$ cat src/rtl/wbc_lclk_pkg.sv
// -----------------------------------------------------------------------------
// wbc_lclk_pkg
// Shared constants and types for the KW11-L compatible line-clock peripheral.
//   - CSR bit positions (monitor, interrupt enable)
//   - Unibus address of the CSR (decoded outside this block)
//   - Default interrupt vector
//   - CSR state struct and the helper that packs it into a bus word
// -----------------------------------------------------------------------------
package wbc_lclk_pkg;

    localparam int          LCLK_MON_BIT        = 7;
    localparam int          LCLK_IE_BIT         = 6;
    localparam logic [15:0] LCLK_CSR_ADDR       = 16'o177546;
    localparam logic [15:0] LCLK_DEFAULT_VECTOR = 16'o000100;

    // Architecturally visible CSR bits; every other bit reads as zero.
    typedef struct packed {
        logic mon;
        logic ie;
    } lclk_csr_t;

    function automatic logic [15:0] lclk_csr_pack(input lclk_csr_t csr);
        logic [15:0] word;
        word               = '0;
        word[LCLK_MON_BIT] = csr.mon;
        word[LCLK_IE_BIT]  = csr.ie;
        return word;
    endfunction

endpackage

$ cat src/rtl/wbc_edge_sync.sv
// -----------------------------------------------------------------------------
// wbc_edge_sync
// Rising-edge detector for the line-clock tick, with an optional 2-flop
// synchronizer in front of it (macro LCLK_SYNC_EN) for a tick that comes
// from a foreign clock domain.
//
// Ports:
//   clk   in  1  clock the detector runs on
//   rst   in  1  asynchronous, active-high reset
//   tick  in  1  raw tick square wave
//   rise  out 1  one-cycle pulse on each low->high transition of tick
//
// All history flops reset to 1 so that a tick already high when reset is
// released is not mistaken for a fresh edge.
// -----------------------------------------------------------------------------
module wbc_edge_sync
    import wbc_lclk_pkg::*;
(
    input  logic clk,
    input  logic rst,
    input  logic tick,
    output logic rise
);

    logic tick_s;   // tick as seen in the clk domain
    logic tick_d;   // tick_s one cycle ago

`ifdef LCLK_SYNC_EN
    logic [1:0] sync_q;

    always_ff @(posedge clk or posedge rst) begin
        if (rst) begin
            sync_q <= 2'b11;
        end else begin
            sync_q <= {sync_q[0], tick};
        end
    end

    assign tick_s = sync_q[1];
`else
    assign tick_s = tick;
`endif

    // NOTE: sequential state uses non-blocking assignments so every flop
    // samples the pre-edge value of its inputs regardless of statement order.
    always_ff @(posedge clk or posedge rst) begin
        if (rst) begin
            tick_d <= 1'b1;
        end else begin
            tick_d <= tick_s;
        end
    end

    assign rise = tick_s & ~tick_d;

endmodule

$ cat src/rtl/wbc_lclk.sv
// -----------------------------------------------------------------------------
// wbc_lclk
// KW11-L compatible line-clock peripheral on the system Wishbone bus.
// Consumes the 50 Hz square wave from the reset/timer block, keeps the CSR
// (monitor bit 7, interrupt enable bit 6) and raises a vectored interrupt
// that is retired by the CPU's acknowledge pulse.
//
// Build option: define LCLK_SYNC_EN to put a 2-flop synchronizer in front of
// the edge detector (tick from a foreign clock domain, 3-cycle latency).
//
// Parameters:
//   VECTOR            interrupt vector driven on ivec_o
//   TICK_DEFAULT_ENA  built-in tick gate; 0 makes the block ignore all ticks
//
// Ports:
//   wb_clk_i  in  1   system clock
//   wb_rst_i  in  1   asynchronous, active-high reset
//   wb_cyc_i  in  1   bus cycle
//   wb_stb_i  in  1   strobe (address decoded externally)
//   wb_we_i   in  1   write enable
//   wb_sel_i  in  2   byte selects (only the low byte holds CSR bits)
//   wb_dat_i  in  16  write data
//   wb_dat_o  out 16  registered read data, valid with wb_ack_o
//   wb_ack_o  out 1   one-cycle bus acknowledge
//   tick_i    in  1   timer square wave
//   tick_ena  in  1   front-panel timer enable; 0 = ticks ignored
//   irq_o     out 1   interrupt request
//   iack_i    in  1   interrupt acknowledge, one-cycle pulse
//   ivec_o    out 16  interrupt vector (constant VECTOR)
// -----------------------------------------------------------------------------
module wbc_lclk
    import wbc_lclk_pkg::*;
#(
    parameter logic [15:0] VECTOR           = LCLK_DEFAULT_VECTOR,
    parameter logic        TICK_DEFAULT_ENA = 1'b1
) (
    input  logic        wb_clk_i,
    input  logic        wb_rst_i,
    input  logic        wb_cyc_i,
    input  logic        wb_stb_i,
    input  logic        wb_we_i,
    input  logic [1:0]  wb_sel_i,
    input  logic [15:0] wb_dat_i,
    output logic [15:0] wb_dat_o,
    output logic        wb_ack_o,
    input  logic        tick_i,
    input  logic        tick_ena,
    output logic        irq_o,
    input  logic        iack_i,
    output logic [15:0] ivec_o
);

    lclk_csr_t csr_q, csr_d;
    logic      pending_q, pending_d;
    logic      rise;
    logic      tick_gate;
    logic      tick_evt;
    logic      bus_req;
    logic      csr_wr;
    logic      unused_bits;

    // The KW11-L programming model has no bit that gates the tick, so the
    // enable flag is a build-time strap rather than a writable register.
    assign tick_gate = TICK_DEFAULT_ENA;

    wbc_edge_sync u_edge_sync (
        .clk  (wb_clk_i),
        .rst  (wb_rst_i),
        .tick (tick_i),
        .rise (rise)
    );

    assign tick_evt = rise & tick_ena & tick_gate;

    // A held strobe is accepted only on cycles where no ack is outstanding,
    // which yields one single-cycle ack per access.
    assign bus_req = wb_cyc_i & wb_stb_i & ~wb_ack_o;
    assign csr_wr  = bus_req & wb_we_i & wb_sel_i[0];

    // Priority is expressed by statement order: later assignments win.
    //   mon:     tick event beats a mon-clear write, so a tick is never lost.
    //   pending: ie=0 write > (tick with ie as it was before the write) > iack.
    always_comb begin
        // NOTE: every signal assigned here gets a default first so no path
        // leaves it unassigned and no latch is inferred.
        csr_d     = csr_q;
        pending_d = pending_q;

        if (csr_wr) begin
            csr_d.ie = wb_dat_i[LCLK_IE_BIT];
            if (!wb_dat_i[LCLK_MON_BIT]) begin
                csr_d.mon = 1'b0;
            end
        end
        if (tick_evt) begin
            csr_d.mon = 1'b1;
        end

        if (iack_i) begin
            pending_d = 1'b0;
        end
        // Setting ie while mon is already 1 deliberately does not request:
        // only a tick event can set pending.
        if (tick_evt && csr_q.ie) begin
            pending_d = 1'b1;
        end
        if (csr_wr && !wb_dat_i[LCLK_IE_BIT]) begin
            pending_d = 1'b0;
        end
    end

    always_ff @(posedge wb_clk_i or posedge wb_rst_i) begin
        if (wb_rst_i) begin
            csr_q     <= '0;
            pending_q <= 1'b0;
            wb_ack_o  <= 1'b0;
            wb_dat_o  <= '0;
        end else begin
            csr_q     <= csr_d;
            pending_q <= pending_d;
            wb_ack_o  <= bus_req;
            if (bus_req) begin
                wb_dat_o <= lclk_csr_pack(csr_q);
            end
        end
    end

    assign irq_o  = pending_q;
    assign ivec_o = VECTOR;

    // Data bits outside the CSR and the high byte select carry no state.
    assign unused_bits = ^{wb_sel_i[1], wb_dat_i[15:8], wb_dat_i[5:0]};

endmodule

$ cat config.mk
export PLATFORM = sky130hd
export DESIGN_NAME = wbc_lclk
export DESIGN_NICKNAME = d
export VERILOG_FILES = /design/src/rtl/wbc_lclk_pkg.sv /design/src/rtl/wbc_edge_sync.sv /design/src/rtl/wbc_lclk.sv
export SDC_FILE = /design/constraint.sdc
export NUM_CORES = 1
export LEC_CHECK = 0
export ABC_AREA = 1
export ABC_CLOCK_PERIOD_IN_PS = 3300
export CELL_PAD_IN_SITES_DETAIL_PLACEMENT = 1
export CELL_PAD_IN_SITES_GLOBAL_PLACEMENT = 2
export CORE_AREA = 2 2 69 71
export DETAILED_ROUTE_END_ITERATION = 12
export DIE_AREA = 0 0 71 73
export GPL_TIMING_DRIVEN = 1
export PLACE_DENSITY = 0.8
export RECOVER_POWER = 50
export SYNTH_ARGS = -nofsm -noshare
export SYNTH_HDL_FRONTEND = slang
export SYNTH_SLANG_ARGS = --single-unit
$ cat constraint.sdc
create_clock -name wb_clk_i -period 3.3 [get_ports wb_clk_i]
set_clock_uncertainty 0.2 [all_clocks]
set_input_delay 0.825 -clock wb_clk_i [delete_from_list [all_inputs] [get_ports wb_clk_i]]
set_output_delay 0.825 -clock wb_clk_i [all_outputs]
set_load 0.01 [all_outputs]
=== Word level (Yosys, flattened, before mapping) ===
Cells that the tools add are included.

* ROM bits: 0
* Bits of input ports: 26
* Flip-flop bits (word level): 7
* Output and inout bits: 34
* Word-level logic and storage cells: 27
* Bits in latches: 0
* Memory bits (writable): 0
* Memories kept: 0

* Bitwise gates (word level): 8
* Shifts and indexed selects: 0
* Multiply operators: 0
* Add/sub/neg operators: 0
* Divide/modulo/power cells: 0
* Reductions and logical operators: 6
* Multiplexer cells: 6
* $lt $le $gt $ge: 0
* Equality and inequality tests: 1

{| class="wikitable"
|+ Operator list
! operator !! number
|-
| $and 1x1->1 || 6
|-
| $mux 1 || 5
|-
| $reduce_bool 3->1 || 1
|-
| $logic_and 1x1->1 || 2
|-
| $mux 2 || 1
|-
| $ne 2x1->1 const B || 1
|-
| $not 1->1 || 2
|-
| $reduce_and 2->1 || 1
|-
| $reduce_bool 2->1 || 1
|-
| $logic_not 1->1 || 1
|}

=== Longest topological paths before layout ===
Gate-level depths: netlist (run 1).

* Depth in word-level cells: 6
* Gate-level depth with buffers: 5
* Depth with buffers taken out: 5

=== Modules after synthesis ===
Synthesis (run 1) repeated with hierarchy kept, for this count alone.

* Cells, all modules: 67
* Area total of the unflattened synthesis: 550.5 sq um

{| class="wikitable"
|+ By module, submodules not included
! module !! cells each !! seq. area each (sq um) !! area each (sq um) !! times used
|-
| wbc_lclk || 63 || 150.1 || 510.5 || 1
|-
| wbc_edge_sync || 4 || 26.3 || 40.0 || 1
|}

=== Least setup slack after synthesis (run 1) ===
No wires, ideal clock.

* Path type: input to register
* From: input port wb_cyc_i
* To: register csr_q[0] in the netlist's numbering
* Path buffers: 0
* Path slack: 1.797 ns
* Cell stages on the path: 5
* Arrival time: 1.186 ns
* Data required time: 2.983 ns
* Setup time: 0.117 ns
* Cells stage by stage: nand2_2 > nor2_8 > nand2_2 > nand2_1 > o21ai_2

* Word-level cells in the longest chain between the ends: 4

{| class="wikitable"
|+ Ends and longest elaborated chain
! item !! line !! RTL
|-
| start, declared || wbc_lclk.sv:39 || <nowiki>input logic wb_cyc_i,</nowiki>
|-
| $and 1x1->1 (2 in a row) || wbc_lclk.sv:77 || <nowiki>assign bus_req = wb_cyc_i & wb_stb_i & ~wb_ack_o;</nowiki>
|-
| named net bus_req || wbc_lclk.sv:58 || <nowiki>logic bus_req;</nowiki>
|-
| $and 1x1->1 (2 in a row) || wbc_lclk.sv:78 || <nowiki>assign csr_wr = bus_req & wb_we_i & wb_sel_i[0];</nowiki>
|-
| end signal, assigned || wbc_lclk.sv:119 || <nowiki>csr_q <= csr_d;</nowiki>
|-
| end, declared || wbc_lclk.sv:53 || <nowiki>lclk_csr_t csr_q, csr_d;</nowiki>
|}

The timed path passes the listed nets, and every way through them passes these cells.
A chain may end at the register's enable or synchronous reset.

=== Worst setup path after layout (run 1) ===
* From: register wb_ack_o
* To: output port wb_ack_o

{| class="wikitable"
|+ RTL lines
! item !! line !! RTL
|-
| start, declared || wbc_lclk.sv:45 || <nowiki>output logic wb_ack_o,</nowiki>
|-
| start signal, assigned || wbc_lclk.sv:121 || <nowiki>wb_ack_o <= bus_req;</nowiki>
|}

No word-level cell between the ends.

==> results of run 1 <==
worst register-to-register path: cells and delay by family (launching register included):
kind                   cells  cell delay [ns]
buffers and inverters      1             0.04
and+or+nand+nor            3             0.66
DFF                        1             0.37
layout by cell type, fill, tap and decap left out:
cell,count
nand2_1,13
nand3_1,3
clkbuf_1,1
nor2_1,1
conb_1,30
dlygate4sd3_1,2
inv_1,7
inv_2,1
nand4_1,1
dfstp_2,1
nand2_2,2
o21ai_2,1
clkdlybuf4s50_1,12
clkbuf_8,3
dfrtp_1,6
sequential cells by signal (all words and copies together), names as in the netlist:
register / cells
csr_q: 2
wb_ack_o: 1
u_edge_sync.tick_d: 1
wb_dat_o: 2
irq_o: 1
cell type report:
class | instances | area, sq um
Fill cell | 545 | 3870
Timing Repair Buffer | 14 | 140
Multi-Input combinational cell | 51 | 208
Sequential cell | 7 | 176
Clock buffer | 4 | 45.0
Inverter | 8 | 30.0
Tap cell | 54 | 67.6
how the worst max path moves through the flow:
stage,from,endpoint,slack (ns),cells after the start
6_report,wb_ack_o,wb_ack_o,1.17,1
5_1_grt,wb_cyc_i,irq_o,1.07,6
4_1_cts,wb_ack_o,wb_ack_o,1.02,1
3_5_place_dp,wb_stb_i,irq_o,1.23,6
3_3_place_gp,wb_cyc_i,irq_o,1.26,6
2_1_floorplan,wb_cyc_i,csr_q[0],1.80,5
cells in the mapped netlist:
cell and instances:
nand2_1 13, nand3_1 3, inv_1 7, nand4_1 1, dfstp_2 1, o21ai_2 1
buf_4 30, inv_2 1, dfrtp_1 6, conb_1 2, nand2_2 2, nor2_8 1
report_power, final:
group          internal, uW  switching, uW
logic                  27.8           35.9
clock network          83.3           34.3
registers              98.3           6.67
total                   209           76.8
stage by stage:
stage / util / setup WS (ns) / hold slack, ns
3_5_place_dp: 0.141 / 1.23 / 0.272
4_1_cts: 0.151 / 1.02 / 0.284
2_1_floorplan: - / 1.80 / 0.242
3_3_place_gp: 0.141 / 1.26 / 0.259
6_report: 0.147 / 1.17 / 0.276
5_1_grt: 0.147 / 1.07 / 0.317
per-layer routing:
layer / track usage / wire length [um]
met4: 0.0377 / 21
met5: 0 / 0
met3: 0.0138 / 104
met2: 0.0675 / 551
met1: 0.0335 / 304
cells by family (layout without fill, tap and decap cells):
kind of cell | after synthesis | in the layout | share of synthesized area
buf+inv | 38 | 26 | 0.464
compound gates | 1 | 1 | 0.0159
simple gates | 20 | 20 | 0.186
flops | 7 | 7 | 0.320
other cells | 2 | 30 | 0.0136
==> impl_results.md, run 1 <==
- Post-synth top area share: 0.409
- WS Path Type: register to output port
- RSZ-0062 raised after global routing: false
- Final instance area: 667 sq um
- Die width: 71 um
- Synth Cell Area: 551 sq um
- DRC: 0
- Clock Path Buffers: 2
- H-tree levels: 1
- Slew @ Worst Pin: 0.509 ns
- Grt total ovfl: 0
- Total chip power: 286 uW
- Clock buffer count from CTS: 3
- Sequential share of the synthesized area: 0.320
- Pwr dens: 429 nW/um^2
- Endpoints failing hold: 0
- Hold Path Stages: 2
- Total track usage: 0.0385
- Yosys warns: 0
- Number of buffers and inverters on the critical path: 1
- Worst EP arrival: 1.10 ns
- Final Wtd Congestion: 0.648
- Period utilization: 0.644
- Vias: 366
- Final Max Slew Viols: 0
- Setup-failing EPs final: 0
- Slowest-stage cell, CP: clkdlybuf4s50_1
- Initial DRC count: 16
- DIE AREA: 5180 sq um
- Seq cells post-synth: 7
- Critical Path Max Stage Delay: 0.54 ns
- Status: finished, final reports clean
- Hold crit path type: register to register
- R2R Path End: irq_o
- Area leader, netlist: buf_4
- Post-DP HPWL: 790 um
- Leak: 0.000355 uW
- Drt pass-1 iters: 2
- Rows: 25
- Initial Util: 0.121
- Largest net degree at the start of global routing: 8
- Placed Cells: 134
- CTS sink cnt: 7
- Area growth from synthesis to layout: 21.1%
- Cells after Synth: 68
- Fin crit period: 2.13 ns
- Core Region: 4540 sq um
- Nets@finish: 111
- WHS Endpoint: wb_dat_o[6]
- Vias in the first global route: 357
- CP delay by family, top: buffers and inverters
- Post-Syn Area per Cell: 8.10 sq um
- IO Port Bufs: 14
- Final TNS setup: 0 ns
- CTS tree: done
- Max VDD drop: 0.0000824 V
- Worst rel slew slack: 0.659
- Initial antenna violation count: 0
- Top-level port count: 60
- PostCTS Resize Cnt: 0
- Postcts setup bufs: 0
- Synth area leaders: buf_4, dfrtp_1, nand2_1, dfstp_2, inv_1
- Antenna Nets Post-Route: 0
- Fmax: 0.470 GHz
- Diode count: 0
- Post-Layout Cell Count: 138
- Area post-placement: 638 sq um
- Share of cells above drive strength 1: 0.0952
- Reg2reg setup slack: 1.92 ns
- Vias per inst: 2.65
- Crit Reg-Reg Startpoint: wb_ack_o
- CTS clk-pin slew, worst paths: 0.04 ns
- WL/cell: 7.11 um
- Die H: 73 um
- CP cell instances: clkdlybuf4s50_1
- Hold_sp: wb_dat_o[6]
- Total Wirelength: 981 um
- Maximum fanout along the worst path: 2
- First-pass GRT wire length: 1.45 mm
- Hold buffer count at CTS: 0
- Yosys cell types: 12
- Clock Latency Late Sink: 0.22 ns
- Max Cap Viol: 0
- CTS Root Cell: clkbuf_8
- FF-to-FF path depth: 4
- WP data required: 2.27 ns
- Nature of the critical path startpoint: register
- CP endpoint kind: output port
No activity file was read; power rests on OpenSTA's default activity.
==> inputs of run 2 (changes only) <==
--- a/config.mk
+++ b/config.mk
@@ -6,14 +6,14 @@
 export NUM_CORES = 1
 export LEC_CHECK = 0
 export ABC_AREA = 1
-export ABC_CLOCK_PERIOD_IN_PS = 3300
+export ABC_CLOCK_PERIOD_IN_PS = 1700
 export CELL_PAD_IN_SITES_DETAIL_PLACEMENT = 1
 export CELL_PAD_IN_SITES_GLOBAL_PLACEMENT = 2
-export CORE_AREA = 2 2 69 71
+export CORE_AREA = 2 2 74 76
 export DETAILED_ROUTE_END_ITERATION = 12
-export DIE_AREA = 0 0 71 73
+export DIE_AREA = 0 0 76 78
 export GPL_TIMING_DRIVEN = 1
-export PLACE_DENSITY = 0.8
+export PLACE_DENSITY = 0.74
 export RECOVER_POWER = 50
 export SYNTH_ARGS = -nofsm -noshare
 export SYNTH_HDL_FRONTEND = slang
==> constraint.sdc (replaced) <==
create_clock -name wb_clk_i -period 1.7 [get_ports wb_clk_i]
set_clock_uncertainty 0.2 [all_clocks]
set_input_delay 0.425 -clock wb_clk_i [delete_from_list [all_inputs] [get_ports wb_clk_i]]
set_output_delay 0.425 -clock wb_clk_i [all_outputs]
set_load 0.01 [all_outputs]
==> run 2 against run 1 <==
  * Wire length is 1.2% higher
  * Sequential cell count unchanged
  * Register-to-register slack lost 1.4 ns
  * Clock power up 94%
  * Critical path type unchanged
  * Critical endpoint is now irq_o
  * Highest routed layer unchanged
==> impl_results.md, run 2 (synthesis results as in run 1) <==
- Status: finished, final reports clean
- Sw Pwr: 154 uW
- Commonest non-fill, non-tap cells in the layout: conb_1, nand2_1, clkdlybuf4s50_1, inv_1, dfrtp_1
- Most Crowded Layer GR: met2
- Initial DRC count: 37
- Clock buffer count from CTS: 3
- Postcts setup bufs: 0
- H-tree levels: 1
- Final TNS setup: 0 ns
- Rows: 26
- Final Max Slew Viols: 0
- Most common cell after layout, fill and taps aside: conb_1
- WL/cell: 6.41 um
- Post-DP HPWL: 884 um
- Met1 GRT Util: 0.0274
- Met3 Resource Use GR: 0.0151
- Total chip power: 555 uW
- Top flop regs: csr_q: 2 flops, wb_dat_o: 2 flops
- Vias per inst: 2.30
- Core Region: 5040 sq um
- DIE AREA: 5930 sq um
- Comb power frac: 0.218
- Final Wtd Congestion: 0.664
- First-pass GRT wire length: 1.50 mm
- WS Path Type: register to output port
- Clock group share of total power: 0.413
- Die H: 78 um
- P_int: 400 uW
- Sw Share: 0.278
- Die width: 76 um
- Antenna Nets Post-Route: 0
- CTS Root Cell: clkbuf_8
- CP cell instances: dlygate4sd2_1
- CTS clk-pin slew, worst paths: 0.04 ns
- Final worst setup slack: 0.184 ns
- Worst EP arrival: 0.89 ns
- Share of cells above drive strength 1: 0.118
- Pwr dens: 786 nW/um^2
- Period utilization: 0.892
- Leak: 0.000380 uW
- Nature of the critical path startpoint: register
- Endpoints failing hold: 0
- Nets@finish: 112
- Total track usage: 0.0335
- Pre-CTS WS: 0.0213 ns
- Slowest-stage cell, CP: dfrtp_1
- Max VDD drop: 0.000156 V
- Largest net degree at the start of global routing: 8
- Maximum fanout along the worst path: 2
- IO Port Bufs: 14
- CTS tree: done
- Setup-failing EPs final: 0
- Seq pwr share: 0.368
- Vias in the first global route: 354
- Initial Util: 0.109
- Clock Latency Late Sink: 0.22 ns
- CP delay by family, top: flip-flops
- Vias: 356
- Number of buffers and inverters on the critical path: 1
- RSZ-0062 raised after global routing: false
- Total Wirelength: 993 um
- Hold crit path type: register to register
- Max Cap Viol: 0
- Fin crit period: 1.52 ns
- DRC: 0
- Initial antenna violation count: 0
- Area growth from synthesis to layout: 28.2%
- Critical Path Max Stage Delay: 0.38 ns
- Drt pass-1 iters: 2
- WP data required: 1.07 ns
- CP endpoint kind: output port
- M2 GR Usage: 0.0589
- Top-level port count: 60
- Grt total ovfl: 0
- Clock Path Buffers: 2
- Fmax: 0.660 GHz
- Diode count: 0
- Hold_ws: 0.270 ns
- CTS sink cnt: 7
[run 2: final cells by class]
cell class | instances | area, sq um
Clock buffer | 4 | 45.0
Multi-Input combinational cell | 51 | 224
Inverter | 8 | 30.0
Timing Repair Buffer | 15 | 143
Sequential cell | 7 | 176
Tap cell | 70 | 87.6
Fill cell | 611 | 4340
[run 2: per-layer routing]
metal	routed length, um	share of wire
met1	329	0.33
met2	498	0.50
met3	143	0.14
met4	22	0.022
met5	0	0
[run 2: final timing paths]
kind                        startpoint  cells past startpoint                  to  slack [ns]
setup / recovery                 irq_o                      1               irq_o        0.18
hold / removal             wb_dat_o[7]                      2         wb_dat_o[7]        0.27
setup reg to reg              wb_ack_o                      5            csr_q[0]        0.51
hold reg to reg            wb_dat_o[7]                      2         wb_dat_o[7]        0.27
max in group asynchronous     wb_rst_i                      2  u_edge_sync.tick_d        0.66
min in group asynchronous     wb_rst_i                      2         wb_dat_o[6]        0.37
[run 2: power by group through the flow]
stage	clock network, uW	registers [uW]	logic (uW)
2_1_floorplan	0	212	114
3_3_place_gp	0	206	129
3_5_place_dp	0	207	133
4_1_cts	236	205	124
5_1_grt	252	208	136
6_report	229	204	121
[run 2: timing repair]
action	in CTS	in global routing
hold buffers	0	0
hold endpoints to repair	0	0
gates resized for setup	4	0
endpoints found under the setup margin	4	0
[run 2: metrics by stage]
stage / util / area (sq um) / instances
after global routing: 0.140 / 706 / 155
after global placement: 0.132 / 666 / 151
final: 0.140 / 706 / 155
after detailed placement: 0.132 / 666 / 151
after floorplan: - / 656 / 96
after CTS: 0.140 / 706 / 155
